==> src/rtl/param_sync_fifo_if.sv <==
// Bundle of the data and status signals of param_sync_fifo. Clock and reset
// stay as plain ports on the FIFO itself.
interface param_sync_fifo_if #(
  parameter int WIDTH = 4,
  parameter int DEPTH = 16
);
  localparam int CW = $clog2(DEPTH) + 1;

  // Handshake: write/read are requests sampled at the rising clock edge. A write
  // is taken when full is low and a read when empty is low, using the flags as
  // they stood before that edge. A refused request leaves the contents alone and
  // sets the matching sticky error flag.
  logic             write;
  logic [WIDTH-1:0] din;
  logic             read;
  logic             clear_err;
  logic [WIDTH-1:0] dout;
  logic             full;
  logic             empty;
  logic             almost_full;
  logic             almost_empty;
  logic [CW-1:0]    data_count;
  logic             overflow;
  logic             underflow;

  modport master (
    output write, din, read, clear_err,
    input  dout, full, empty, almost_full, almost_empty, data_count,
           overflow, underflow
  );

  modport slave (
    input  write, din, read, clear_err,
    output dout, full, empty, almost_full, almost_empty, data_count,
           overflow, underflow
  );
endinterface

==> src/rtl/param_sync_fifo.sv <==
// Single-clock FIFO with registered status flags, programmable almost thresholds,
// optional first-word-fall-through read and sticky overflow/underflow flags.
module param_sync_fifo #(
  parameter int WIDTH     = 4,
  parameter int DEPTH     = 16,
  parameter int AF_THRESH = DEPTH - 2,
  parameter int AE_THRESH = 2,
  parameter int FWFT      = 0
) (
  input  logic               clk_125M,
  input  logic               reset,
  param_sync_fifo_if.slave   bus
);
  localparam int AW = $clog2(DEPTH);
  localparam int CW = AW + 1;
  localparam logic [CW-1:0] DEPTH_C = CW'(DEPTH);
  localparam logic [CW-1:0] AF_C    = CW'(AF_THRESH);
  localparam logic [CW-1:0] AE_C    = CW'(AE_THRESH);

  logic [WIDTH-1:0] mem [DEPTH];

  logic [AW-1:0] wr_ptr_q, wr_ptr_d;
  logic [AW-1:0] rd_ptr_q, rd_ptr_d;
  logic [CW-1:0] count_q, count_d;
  logic          full_q, full_d;
  logic          empty_q, empty_d;
  logic          af_q, af_d;
  logic          ae_q, ae_d;
  logic          overflow_q, overflow_d;
  logic          underflow_q, underflow_d;

  logic wr_acc;
  logic rd_acc;

  always_comb begin
    wr_acc = bus.write & ~full_q;
    rd_acc = bus.read & ~empty_q;
  end

  always_comb begin
    wr_ptr_d = wr_ptr_q;
    rd_ptr_d = rd_ptr_q;
    count_d  = count_q;
    if (wr_acc) wr_ptr_d = wr_ptr_q + AW'(1);
    if (rd_acc) rd_ptr_d = rd_ptr_q + AW'(1);
    unique case ({wr_acc, rd_acc})
      2'b10:   count_d = count_q + CW'(1);
      2'b01:   count_d = count_q - CW'(1);
      default: count_d = count_q;
    endcase
  end

  // Flags are derived from the next count so they line up with data_count.
  always_comb begin
    full_d  = (count_d == DEPTH_C);
    empty_d = (count_d == '0);
    af_d    = (count_d >= AF_C);
    ae_d    = (count_d <= AE_C);
  end

  // A new error in the same cycle as clear_err keeps the flag set.
  always_comb begin
    overflow_d  = (bus.write & full_q)  | (overflow_q  & ~bus.clear_err);
    underflow_d = (bus.read  & empty_q) | (underflow_q & ~bus.clear_err);
  end

  always_ff @(posedge clk_125M or negedge reset) begin
    if (!reset) begin
      wr_ptr_q    <= '0;
      rd_ptr_q    <= '0;
      count_q     <= '0;
      full_q      <= 1'b0;
      empty_q     <= 1'b1;
      af_q        <= 1'b0;
      ae_q        <= 1'b1;
      overflow_q  <= 1'b0;
      underflow_q <= 1'b0;
    end else begin
      wr_ptr_q    <= wr_ptr_d;
      rd_ptr_q    <= rd_ptr_d;
      count_q     <= count_d;
      full_q      <= full_d;
      empty_q     <= empty_d;
      af_q        <= af_d;
      ae_q        <= ae_d;
      overflow_q  <= overflow_d;
      underflow_q <= underflow_d;
    end
  end

  // Storage has no reset; writes are suppressed while reset is held.
  always_ff @(posedge clk_125M) begin
    if (wr_acc && reset) mem[wr_ptr_q] <= bus.din;
  end

  generate
    if (FWFT != 0) begin : g_fwft
      assign bus.dout = empty_q ? '0 : mem[rd_ptr_q];
    end else begin : g_std
      logic [WIDTH-1:0] dout_q, dout_d;

      always_comb begin
        dout_d = dout_q;
        if (rd_acc) dout_d = mem[rd_ptr_q];
      end

      always_ff @(posedge clk_125M or negedge reset) begin
        if (!reset) dout_q <= '0;
        else        dout_q <= dout_d;
      end

      assign bus.dout = dout_q;
    end
  endgenerate

  assign bus.full         = full_q;
  assign bus.empty        = empty_q;
  assign bus.almost_full  = af_q;
  assign bus.almost_empty = ae_q;
  assign bus.data_count   = count_q;
  assign bus.overflow     = overflow_q;
  assign bus.underflow    = underflow_q;

  cfg_thresh_a: assert property (@(posedge clk_125M)
    (AF_THRESH >= 0) && (AF_THRESH <= DEPTH) &&
    (AE_THRESH >= 0) && (AE_THRESH <= DEPTH))
    else $error("param_sync_fifo: almost threshold outside 0..DEPTH");

  cfg_depth_a: assert property (@(posedge clk_125M)
    (DEPTH >= 4) && ((DEPTH & (DEPTH - 1)) == 0))
    else $error("param_sync_fifo: DEPTH must be a power of two >= 4");
endmodule

==> src/flat_wrapper.sv <==
// flat-port wrapper written by rule: the top's interface ports become plain ports
module param_sync_fifo_flat 
#(
  parameter int WIDTH     = 4,
  parameter int DEPTH     = 16,
  parameter int AF_THRESH = DEPTH - 2,
  parameter int AE_THRESH = 2,
  parameter int FWFT      = 0
)
  (clk_125M, reset, bus_write, bus_din, bus_read, bus_clear_err, bus_dout, bus_full, bus_empty, bus_almost_full, bus_almost_empty, bus_data_count, bus_overflow, bus_underflow);
  param_sync_fifo_if #(.WIDTH(WIDTH), .DEPTH(DEPTH)) bus_i ();
  input  logic clk_125M;
  input  logic reset;
  input wire logic [$bits(bus_i.write)-1:0] bus_write;
  input wire logic [$bits(bus_i.din)-1:0] bus_din;
  input wire logic [$bits(bus_i.read)-1:0] bus_read;
  input wire logic [$bits(bus_i.clear_err)-1:0] bus_clear_err;
  output wire logic [$bits(bus_i.dout)-1:0] bus_dout;
  output wire logic [$bits(bus_i.full)-1:0] bus_full;
  output wire logic [$bits(bus_i.empty)-1:0] bus_empty;
  output wire logic [$bits(bus_i.almost_full)-1:0] bus_almost_full;
  output wire logic [$bits(bus_i.almost_empty)-1:0] bus_almost_empty;
  output wire logic [$bits(bus_i.data_count)-1:0] bus_data_count;
  output wire logic [$bits(bus_i.overflow)-1:0] bus_overflow;
  output wire logic [$bits(bus_i.underflow)-1:0] bus_underflow;
  assign bus_i.write = bus_write;
  assign bus_i.din = bus_din;
  assign bus_i.read = bus_read;
  assign bus_i.clear_err = bus_clear_err;
  assign bus_dout = bus_i.dout;
  assign bus_full = bus_i.full;
  assign bus_empty = bus_i.empty;
  assign bus_almost_full = bus_i.almost_full;
  assign bus_almost_empty = bus_i.almost_empty;
  assign bus_data_count = bus_i.data_count;
  assign bus_overflow = bus_i.overflow;
  assign bus_underflow = bus_i.underflow;
  param_sync_fifo #(.WIDTH(WIDTH), .DEPTH(DEPTH), .AF_THRESH(AF_THRESH), .AE_THRESH(AE_THRESH), .FWFT(FWFT)) u_core (.clk_125M(clk_125M), .reset(reset), .bus(bus_i));
endmodule
==> config.mk <==
export PLATFORM = sky130hd
export DESIGN_NAME = param_sync_fifo_flat
export DESIGN_NICKNAME = d
export VERILOG_FILES = /design/src/rtl/param_sync_fifo_if.sv /design/src/rtl/param_sync_fifo.sv /design/src/flat_wrapper.sv
export SDC_FILE = /design/constraint.sdc
export NUM_CORES = 1
export LEC_CHECK = 0
export CAP_MARGIN = 25
export CORE_MARGIN = 5
export CORE_UTILIZATION = 63
export CTS_CLUSTER_DIAMETER = 150
export DETAILED_ROUTE_END_ITERATION = 12
export PLACE_DENSITY = 0.91
export SETUP_SLACK_MARGIN = 0.15
export SLEW_MARGIN = 20
export SYNTH_ARGS = -nofsm -noshare
export SYNTH_HDL_FRONTEND = slang
export SYNTH_SLANG_ARGS = --single-unit
==> constraint.sdc <==
create_clock -name clk_125M -period 7.4 [get_ports clk_125M]
set_input_delay 0.74 -clock clk_125M [delete_from_list [all_inputs] [get_ports clk_125M]]
set_output_delay 0.74 -clock clk_125M [all_outputs]
set_load 0.01 [all_outputs]
==> results of run 1 <==
## flip-flops by register name, indices dropped and copies added, names as in the netlist
name / count
u_core.mem: 64
u_core.bus.data_count: 5
u_core.bus.dout: 4
u_core.rd_ptr_q: 4
u_core.wr_ptr_q: 4
u_core.bus.almost_empty: 1
u_core.bus.almost_full: 1
u_core.bus.empty: 1
u_core.bus.full: 1
u_core.bus.overflow: 1
u_core.bus.underflow: 1
## Yosys cell counts (2+ instances only)
cell type	number	area (um2)
ha_1	7	87.6
nor2b_1	4	25.0
nor2_1	20	75.1
edfxtp_1	64	1920
dfstp_2	2	52.6
or3_1	2	12.5
buf_2	6	30.0
mux4_2	20	450
a21oi_1	3	15.0
inv_1	10	37.5
o21bai_1	2	15.0
nand2_1	30	113
clkbuf_1	3	11.3
dfrtp_1	21	526
o21ai_0	9	45.0
nor3_1	3	15.0
nor4_2	2	25.0
or2_2	2	12.5
buf_4	2	15.0
mux2i_1	2	20.0
nand3_1	5	25.0
nand4_1	3	18.8
nand3b_1	2	15.0
o211ai_1	2	15.0
buf_1	2	7.51
xnor2_1	9	78.8
## through the flow
step | hold slack, ns | setup WS [ns] | area [um2] | utilization
2_1_floorplan | 0.444 | 4.74 | 3800 | -
3_3_place_gp | 0.470 | 4.01 | 4070 | 0.692
3_5_place_dp | 0.474 | 3.74 | 4090 | 0.694
4_1_cts | 0.495 | 4.13 | 4310 | 0.732
5_1_grt | 0.534 | 3.84 | 4310 | 0.732
6_report | 0.498 | 4.10 | 4310 | 0.732
## power by group through the flow
stage	logic [mW]	registers, mW	clock network, mW
floorplan	0.439	0.675	0
global placement	0.529	0.742	0
detailed placement	0.576	0.732	0
CTS	0.584	0.721	0.360
global route	0.637	0.737	0.380
finish	0.583	0.723	0.355
## tightest hold or removal path: cells and delay by family (launching register included)
kind,cells,cell delay (ns)
flip-flops,1,0.36
AND/OR/NAND/NOR,2,0.11
## layout make-up
type	instances	share of cell area
multi-input combinational	142	0.279
inverter	10	0.00872
tap	75	0.0218
timing repair buffer	25	0.0587
sequential	87	0.581
clock inverter	7	0.0221
clock buffer	9	0.0288
## how the worst max path moves through the flow
stage / start / endpoint / cells past startpoint
after floorplan: bus_read / u_core.bus.full / 12
after global placement: bus_write / u_core.bus.almost_full / 12
after detailed placement: bus_read / u_core.bus.almost_full / 12
after CTS: bus_read / u_core.bus.almost_full / 12
after global routing: bus_read / u_core.bus.almost_full / 12
final: bus_write / u_core.bus.almost_full / 12
## kinds of logic after synthesis
family	synth area share
flops	0.657
simple gates	0.104
compound gates	0.0421
buf+inv	0.0266
mux	0.124
xor+xnor	0.0230
fa+ha+maj	0.0230
## layer usage
layer / global-route usage / up-vias / share of wire
met5: 0 / - / 0
met4: 0.0879 / 0 / 0.019
met3: 0.0499 / 15 / 0.075
met2: 0.353 / 114 / 0.51
met1: 0.271 / 1104 / 0.39
li1: - / 987 / -
==> impl_metrics.env, run 1 <==
export IMPL_outcome="finished clean"
export IMPL_antenna_cells=0
export IMPL_core_area_mm2=0.00589
export IMPL_die_y_um=87.7
export IMPL_p_seq_frac=0.435
export IMPL_num_io_pins=24
export IMPL_numCtsBuffers=9
export IMPL_cts_max_path_buffers=2
export IMPL_antenna_found_initial=0
export IMPL_viasPerCell=6.25
export IMPL_slew_headroom=0.480
export IMPL_final_antenna_net_count=0
export IMPL_grt_use_total=0.213
export IMPL_portBuffers=23
export IMPL_grt_max_degree=28
export IMPL_min_to="u_core.bus.dout[2]"
export IMPL_fp_row_count=28
export IMPL_syn_num_nets=268
export IMPL_synthCells=252
export IMPL_synth_cell_types=41
export IMPL_multiInputGateArea_mm2=0.00120
export IMPL_arrival_ns=3.56
export IMPL_routabilityCongestion=0.959
export IMPL_whs_path_depth=2
export IMPL_nets=291
export IMPL_clock_latency_ns=0.36
export IMPL_cts_tree="done"
export IMPL_first_iter_violations=173
export IMPL_r2r_end="u_core.bus.almost_full"
export IMPL_crit_path_max_fanout=13
export IMPL_post_cts_buffers=0
export IMPL_p_clk_frac=0.214
export IMPL_async_flop_share=0.264
export IMPL_powerDensity_mw_per_mm2=386
export IMPL_comb_power_share=0.351
export IMPL_grt_setup_unrepaired="false"
export IMPL_finalCritPeriodShare=0.445
export IMPL_vias=2220
export IMPL_startpoint_type="primary input"
export IMPL_h_tree_depth=3
export IMPL_finalWirelength_um=7190
export IMPL_synth_edf_count=64
export IMPL_cp_top_family="compound AO/OA/AOI/OAI gates"
export IMPL_drv_cap=0
export IMPL_mostFrequentLayoutCells="edfxtp_1 (64), nand2_1 (30), clkdlybuf4s50_1 (23)"
export IMPL_drive_above_1_share=0.175
export IMPL_path_class="primary input to flip-flop"
export IMPL_timing_rr_start="u_core.bus.empty"
export IMPL_path_cells="clkdlybuf4s50_1 -> nor2b_4 -> inv_1 -> nand2_1 -> xnor2_1 -> ha_1 -> nor2b_1 -> o211ai_1 -> o21ai_0 -> o21ai_0 -> mux2i_1 -> a31o_2"
export IMPL_synth_yosys_seq_area_share=0.657
export IMPL_initial_utilization=0.646
export IMPL_avgSynthCellArea_um2=15.1
export IMPL_setup_viol=0
export IMPL_synthesis_area_mm2=0.00380
export IMPL_first_global_vias=2227
export IMPL_layout_commonest_cell="edfxtp_1"
export IMPL_crit_buf_inv=2
export IMPL_slowest_delay_ns=0.48
export IMPL_cts_sinks=87
export IMPL_final_cells=355
export IMPL_regArea_mm2=0.00250
export IMPL_min_from="u_core.bus.dout[2]"
export IMPL_die_area_mm2=0.00769
export IMPL_p_switching_uw=581
export IMPL_cp_end_kind="flip-flop"
export IMPL_ys_seq_elements=87
export IMPL_cts_root_buf="clkbuf_8"
export IMPL_hold_viol=0
export IMPL_drtPass1Iterations=5
export IMPL_leakage_nw=1.51
export IMPL_finalSetupTns_ns=0
export IMPL_clk_pin_slew_ns=0.09
export IMPL_cts_repair_resize_count=0
export IMPL_min_path_type="flip-flop to flip-flop"
export IMPL_total_power_mw=1.66
export IMPL_syn2layout_area_growth_pct=13.2
export IMPL_grt_pass1_wl_um=11700
export IMPL_die_w_um=87.7
export IMPL_r2r_cells=11
export IMPL_worst_pin_slew_ns=0.780
export IMPL_peakVddDrop_mv=0.213
export IMPL_fin_skew_ns=0.0124
export IMPL_grt_ovfl_total=0
export IMPL_rrSetupSlack_ns=4.51
export IMPL_nFillCells=348
export IMPL_crit_top_cell="o21ai_0"
export IMPL_synth_top_flop_cell="edfxtp_1"
export IMPL_dp_cells=339
export IMPL_fmax_mhz=303
export IMPL_dpl_hpwl_um=4940
export IMPL_min_period_ns=3.30
export IMPL_wl_per_cell_um=20.3
export IMPL_crit_slowest_cell="clkdlybuf4s50_1"
export IMPL_p_int_mw=1.08
export IMPL_drv_slew=0
export IMPL_drc=0
export IMPL_holdBufCountCts=0
export IMPL_swShare=0.350
export IMPL_ys_warn_count=0
export IMPL_critPathRequiredTime_ns=7.66
Power figures use the tool's default switching activity.
==> run 2: changes to the inputs <==
- CORE_UTILIZATION: 63 -> 58
- PLACE_DENSITY: 0.91 -> 0.85
- clock period: 7.4 -> 3.3 ns (I/O delays scaled with it)
==> run 2 against run 1 <==
  * Critical path depth is the same
  * Non-clock buffer count grew 1
  * First-iteration DRC count shrank 22%
  * Sequential cell count is the same
  * Highest routed layer unchanged
  * Hold slack lost 0.079 ns
==> impl_metrics.env, run 2 (synthesis gave the netlist of run 1 again) <==
export IMPL_outcome="finished clean"
export IMPL_core_area_mm2=0.00635
export IMPL_path_class="primary input to flip-flop"
export IMPL_drc=0
export IMPL_antenna_found_initial=0
export IMPL_fin_util=0.677
export IMPL_critPathRequiredTime_ns=3.57
export IMPL_grt_max_degree=27
export IMPL_dp_cells=342
export IMPL_min_period_ns=2.83
export IMPL_mostFrequentLayoutCells="edfxtp_1 (64), nand2_1 (30), clkdlybuf4s50_1 (23)"
export IMPL_antenna_cells=0
export IMPL_drive_above_1_share=0.178
export IMPL_fmax_mhz=354
export IMPL_setup_viol=0
export IMPL_finalSetupTns_ns=0
export IMPL_worst_pin_slew_ns=0.796
export IMPL_first_iter_violations=135
export IMPL_grt_use_total=0.180
export IMPL_post_cts_buffers=0
export IMPL_cts_tree="done"
export IMPL_viasPerCell=6.10
export IMPL_vias=2185
export IMPL_fin_skew_ns=0.0119
export IMPL_leakage_nw=1.50
export IMPL_largest_reg_flops=64
export IMPL_dpl_hpwl_um=4890
export IMPL_fp_row_count=29
export IMPL_cts_sinks=87
export IMPL_finalCritPeriodShare=0.856
export IMPL_final_cells=358
export IMPL_syn2layout_area_growth_pct=13.0
export IMPL_finalWirelength_um=7100
export IMPL_cts_repair_resize_count=0
export IMPL_cts_root_buf="clkbuf_8"
export IMPL_cts_max_path_buffers=2
export IMPL_placed_area_mm2=0.00409
export IMPL_layout_commonest_cell="edfxtp_1"
export IMPL_slew_headroom=0.469
export IMPL_regMostFlops="u_core.mem"
export IMPL_startpoint_type="primary input"
export IMPL_cp_end_kind="flip-flop"
export IMPL_initial_utilization=0.599
export IMPL_drv_cap=0
export IMPL_die_y_um=91.0
export IMPL_nets=292
export IMPL_drv_slew=0
export IMPL_numCtsBuffers=9
export IMPL_die_w_um=91.0
export IMPL_grt_setup_unrepaired="false"
export IMPL_peakVddDrop_mv=0.678
export IMPL_clock_latency_ns=0.37
export IMPL_stdcell_area_mm2=0.00430
export IMPL_routabilityCongestion=0.850
export IMPL_crit_path_max_fanout=13
export IMPL_first_global_vias=2172
export IMPL_num_io_pins=24
export IMPL_arrival_ns=3.09
export IMPL_portBuffers=23
export IMPL_h_tree_depth=3
export IMPL_grt_ovfl_total=0
export IMPL_die_area_mm2=0.00828
export IMPL_drtPass1Iterations=4
export IMPL_powerDensity_mw_per_mm2=859
export IMPL_wl_per_cell_um=19.8
export IMPL_min_path_type="primary input to async pin"
export IMPL_hold_viol=0
export IMPL_final_antenna_net_count=0
export IMPL_holdBufCountCts=0
export IMPL_clk_pin_slew_ns=0.10
export IMPL_grt_pass1_wl_um=11400
## run 2: changes by cell type in the layout (fill, tap and decap cells not counted), sizes merged
cell	change
buf	+1
clkinv	-1
clkinvlp	+1
## run 2: power breakdown
| group | switching (mW) | total [mW] | internal, mW |
|---|---|---|---|
| clock | 0.421 | 0.790 | 0.368 |
| sequential | 0.237 | 1.59 | 1.36 |
| combinational | 0.625 | 1.31 | 0.682 |
## run 2: area by class of cell
class | instances | area (um2)
inverter | 10 | 37.5
timing repair buffer | 26 | 253
multi-input combinational | 142 | 1200
sequential | 87 | 2500
clock buffer | 9 | 124
tap | 77 | 96.3
fill | 423 | 2050
clock inverter | 7 | 86.3
## run 2: worst paths after layout
| check | startpoint | slack [ns] | to | depth (start not counted) |
|---|---|---|---|---|
| min in group clk_125M | u_core.bus.dout[2] | 0.48 | u_core.bus.dout[2] | 2 |
| setup / recovery | bus_write | 0.47 | u_core.bus.almost_full | 12 |
| hold reg to reg | u_core.bus.dout[2] | 0.48 | u_core.bus.dout[2] | 2 |
| setup reg to reg | u_core.bus.full | 0.52 | u_core.bus.almost_full | 11 |
| hold / removal | reset | 0.42 | u_core.bus.dout[3] | 2 |
| max in group asynchronous | reset | 2.59 | u_core.bus.almost_empty | 2 |
## run 2: per-stage QoR
step                      hold slack, ns  power [mW]  setup slack (ns)
after floorplan                   0.0344        2.50             0.861
after global placement             0.460        2.87             0.304
after detailed placement           0.465        2.92             0.196
after global routing               0.444        3.90             0.346
final                              0.419        3.69             0.474
after CTS                          0.415        3.70             0.527
## run 2: per-layer routing
layer / global-route usage / vias to the layer above / part of all wire
met3: 0.0612 / 12 / 0.082
met2: 0.288 / 104 / 0.49
met5: 0 / - / 0
li1: - / 988 / -
met1: 0.237 / 1081 / 0.41
met4: 0.0526 / 0 / 0.016
## run 2: critical path, stage by stage
cell             delay [ns]
clkdlybuf4s50_1        0.48
nor2b_4                0.34
inv_1                  0.17
nand2_1                0.14
xnor2_1                0.12
ha_1                   0.21
nor2b_1                0.19
o211ai_1               0.15
o21ai_0                0.34
o21ai_0                0.23
mux2i_1                0.16
a31o_2                 0.23
==> run 3: changes to the inputs <==
--- a/config.mk
+++ b/config.mk
@@ -7,4 +7,5 @@
 export LEC_CHECK = 0
 export CAP_MARGIN = 25
+export CORE_ASPECT_RATIO = 0.7
 export CORE_MARGIN = 5
 export CORE_UTILIZATION = 58
==> constraint.sdc (replaced) <==
create_clock -name clk_125M -period 3.3 [get_ports clk_125M]
set_input_delay 0.33 -clock clk_125M [delete_from_list [all_inputs] [get_ports clk_125M]]
set_output_delay 0.33 -clock clk_125M [all_outputs]
set_load 0.005 [all_outputs]
==> run 3 against run 2 <==
  * Sequential share of layout area barely moved
  * Clock skew is 0.0020 ns lower
  * Register-to-register slack got worse by 0.02 ns
  * Critical path depth stayed put
  * Total power is 2.3% lower
  * Largest cell class unchanged
  * Routed wire length up 3.1%
  * Sequential power hardly changed
  * Clock power shrank 8.5%
==> impl_metrics.env, run 3 (synthesis gave the netlist of run 1 again) <==
export IMPL_outcome="finished clean"
export IMPL_cts_root_buf="clkbuf_8"
export IMPL_r2r_cells=11
export IMPL_dpl_hpwl_um=5150
export IMPL_die_y_um=77.8
export IMPL_syn2layout_area_growth_pct=13.0
export IMPL_antenna_found_initial=0
export IMPL_first_global_vias=2125
export IMPL_layout_commonest_cell="edfxtp_1"
export IMPL_path_cells="clkdlybuf4s50_1 -> nor2b_4 -> inv_1 -> nand2_1 -> xnor2_1 -> ha_1 -> nor2b_1 -> o211ai_1 -> o21ai_0 -> o21bai_1 -> o221ai_1 -> and4_1"
export IMPL_final_antenna_net_count=0
export IMPL_antenna_cells=0
export IMPL_cts_max_path_buffers=2
export IMPL_clk_pin_slew_ns=0.09
export IMPL_multiInputGateArea_mm2=0.00120
export IMPL_die_area_mm2=0.00830
export IMPL_holdBufCountCts=0
export IMPL_grt_ovfl_total=0
export IMPL_layout_setup_ws_ns=0.479
export IMPL_initial_utilization=0.603
export IMPL_hold_viol=0
export IMPL_setup_viol=0
export IMPL_fin_util=0.682
export IMPL_finalSetupTns_ns=0
export IMPL_finalCritPeriodShare=0.855
export IMPL_cts_repair_resize_count=0
export IMPL_slowest_delay_ns=0.49
export IMPL_timing_rr_start="u_core.bus.full"
export IMPL_vias=2154
export IMPL_h_tree_depth=3
export IMPL_slew_headroom=0.456
export IMPL_regArea_mm2=0.00250
export IMPL_total_power_mw=3.61
export IMPL_r2r_end="u_core.bus.almost_empty"
export IMPL_cts_tree="done"
export IMPL_grt_use_total=0.194
export IMPL_crit_slowest_cell="clkdlybuf4s50_1"
export IMPL_rrSetupSlack_ns=0.50
export IMPL_critPathRequiredTime_ns=3.61
export IMPL_drc=0
export IMPL_grt_pass1_wl_um=11900
export IMPL_cp_end_kind="flip-flop"
export IMPL_nets=293
export IMPL_portBuffers=23
export IMPL_routabilityCongestion=0.857
export IMPL_min_period_ns=2.82
export IMPL_fp_row_count=24
export IMPL_mostFrequentLayoutCells="edfxtp_1 (64), nand2_1 (30), clkdlybuf4s50_1 (23)"
export IMPL_drive_above_1_share=0.181
export IMPL_min_path_type="primary input to async pin"
export IMPL_die_w_um=107
export IMPL_crit_path_max_fanout=13
export IMPL_num_io_pins=24
export IMPL_largest_reg_flops=64
export IMPL_core_area_mm2=0.00631
export IMPL_drv_cap=0
export IMPL_viasPerCell=5.98
export IMPL_startpoint_type="primary input"
export IMPL_drtPass1Iterations=4
export IMPL_path_class="primary input to flip-flop"
export IMPL_regMostFlops="u_core.mem"
export IMPL_post_cts_buffers=0
export IMPL_numCtsBuffers=9
export IMPL_peakVddDrop_mv=0.451
export IMPL_dp_slack_ns=0.169
export IMPL_fmax_mhz=355
export IMPL_cts_sinks=87
export IMPL_nFillCells=418
export IMPL_clock_latency_ns=0.36
export IMPL_grt_max_degree=20
export IMPL_drv_slew=0
export IMPL_grt_setup_unrepaired="false"
export IMPL_arrival_ns=3.13
export IMPL_worst_pin_slew_ns=0.816
export IMPL_fin_skew_ns=0.00984
export IMPL_wl_per_cell_um=20.3
export IMPL_leakage_nw=1.51
export IMPL_powerDensity_mw_per_mm2=840
export IMPL_first_iter_violations=218
export IMPL_finalWirelength_um=7310
[run 3: how the worst max path moves through the flow]
stage | start | endpoint | slack [ns] | depth (start not counted)
2_1_floorplan | u_core.bus.empty | u_core.bus.full | 0.89 | 12
3_3_place_gp | bus_write | u_core.bus.almost_full | 0.30 | 12
3_5_place_dp | bus_write | u_core.bus.almost_empty | 0.17 | 12
4_1_cts | bus_write | u_core.bus.almost_empty | 0.53 | 12
5_1_grt | bus_write | u_core.bus.almost_empty | 0.25 | 12
6_report | bus_write | u_core.bus.almost_empty | 0.48 | 12
[run 3: stage by stage]
step / hold slack (ns) / cells / cell area, um2
2_1_floorplan: 0.0344 / 252 / 3800
3_3_place_gp: 0.462 / 344 / 4100
3_5_place_dp: 0.468 / 344 / 4100
4_1_cts: 0.294 / 360 / 4300
5_1_grt: 0.319 / 360 / 4300
6_report: 0.290 / 360 / 4300
[run 3: worst max-delay path: cells and delay by family]
kind                     cells  cell delay (ns)
AO/OA/AOI/OAI                4             0.91
AND/OR/NAND/NOR              4             0.87
buffers and inverters        2             0.67
adder cells (fa/ha/maj)      1             0.22
XOR/XNOR                     1             0.13
[run 3: cell type report]
cell class,instances,share of cell area
clock buffer,11,0.0378
clock inverter,5,0.00873
inverter,10,0.00873
multi-input combinational,142,0.280
sequential,87,0.582
tap,78,0.0227
timing repair buffer,27,0.0606
[run 3: report_power, final]
group          total, mW  switching, mW  internal [mW]
clock              0.723          0.380          0.343
sequential          1.60          0.240           1.36
combinational       1.29          0.607          0.681
total               3.61           1.23           2.38
[run 3: routing by layer]
metal | share of wire | track usage
met2 | 0.45 | 0.271
met3 | 0.093 | 0.0547
met1 | 0.45 | 0.295
met4 | 0.012 | 0.0651
met5 | 0 | 0
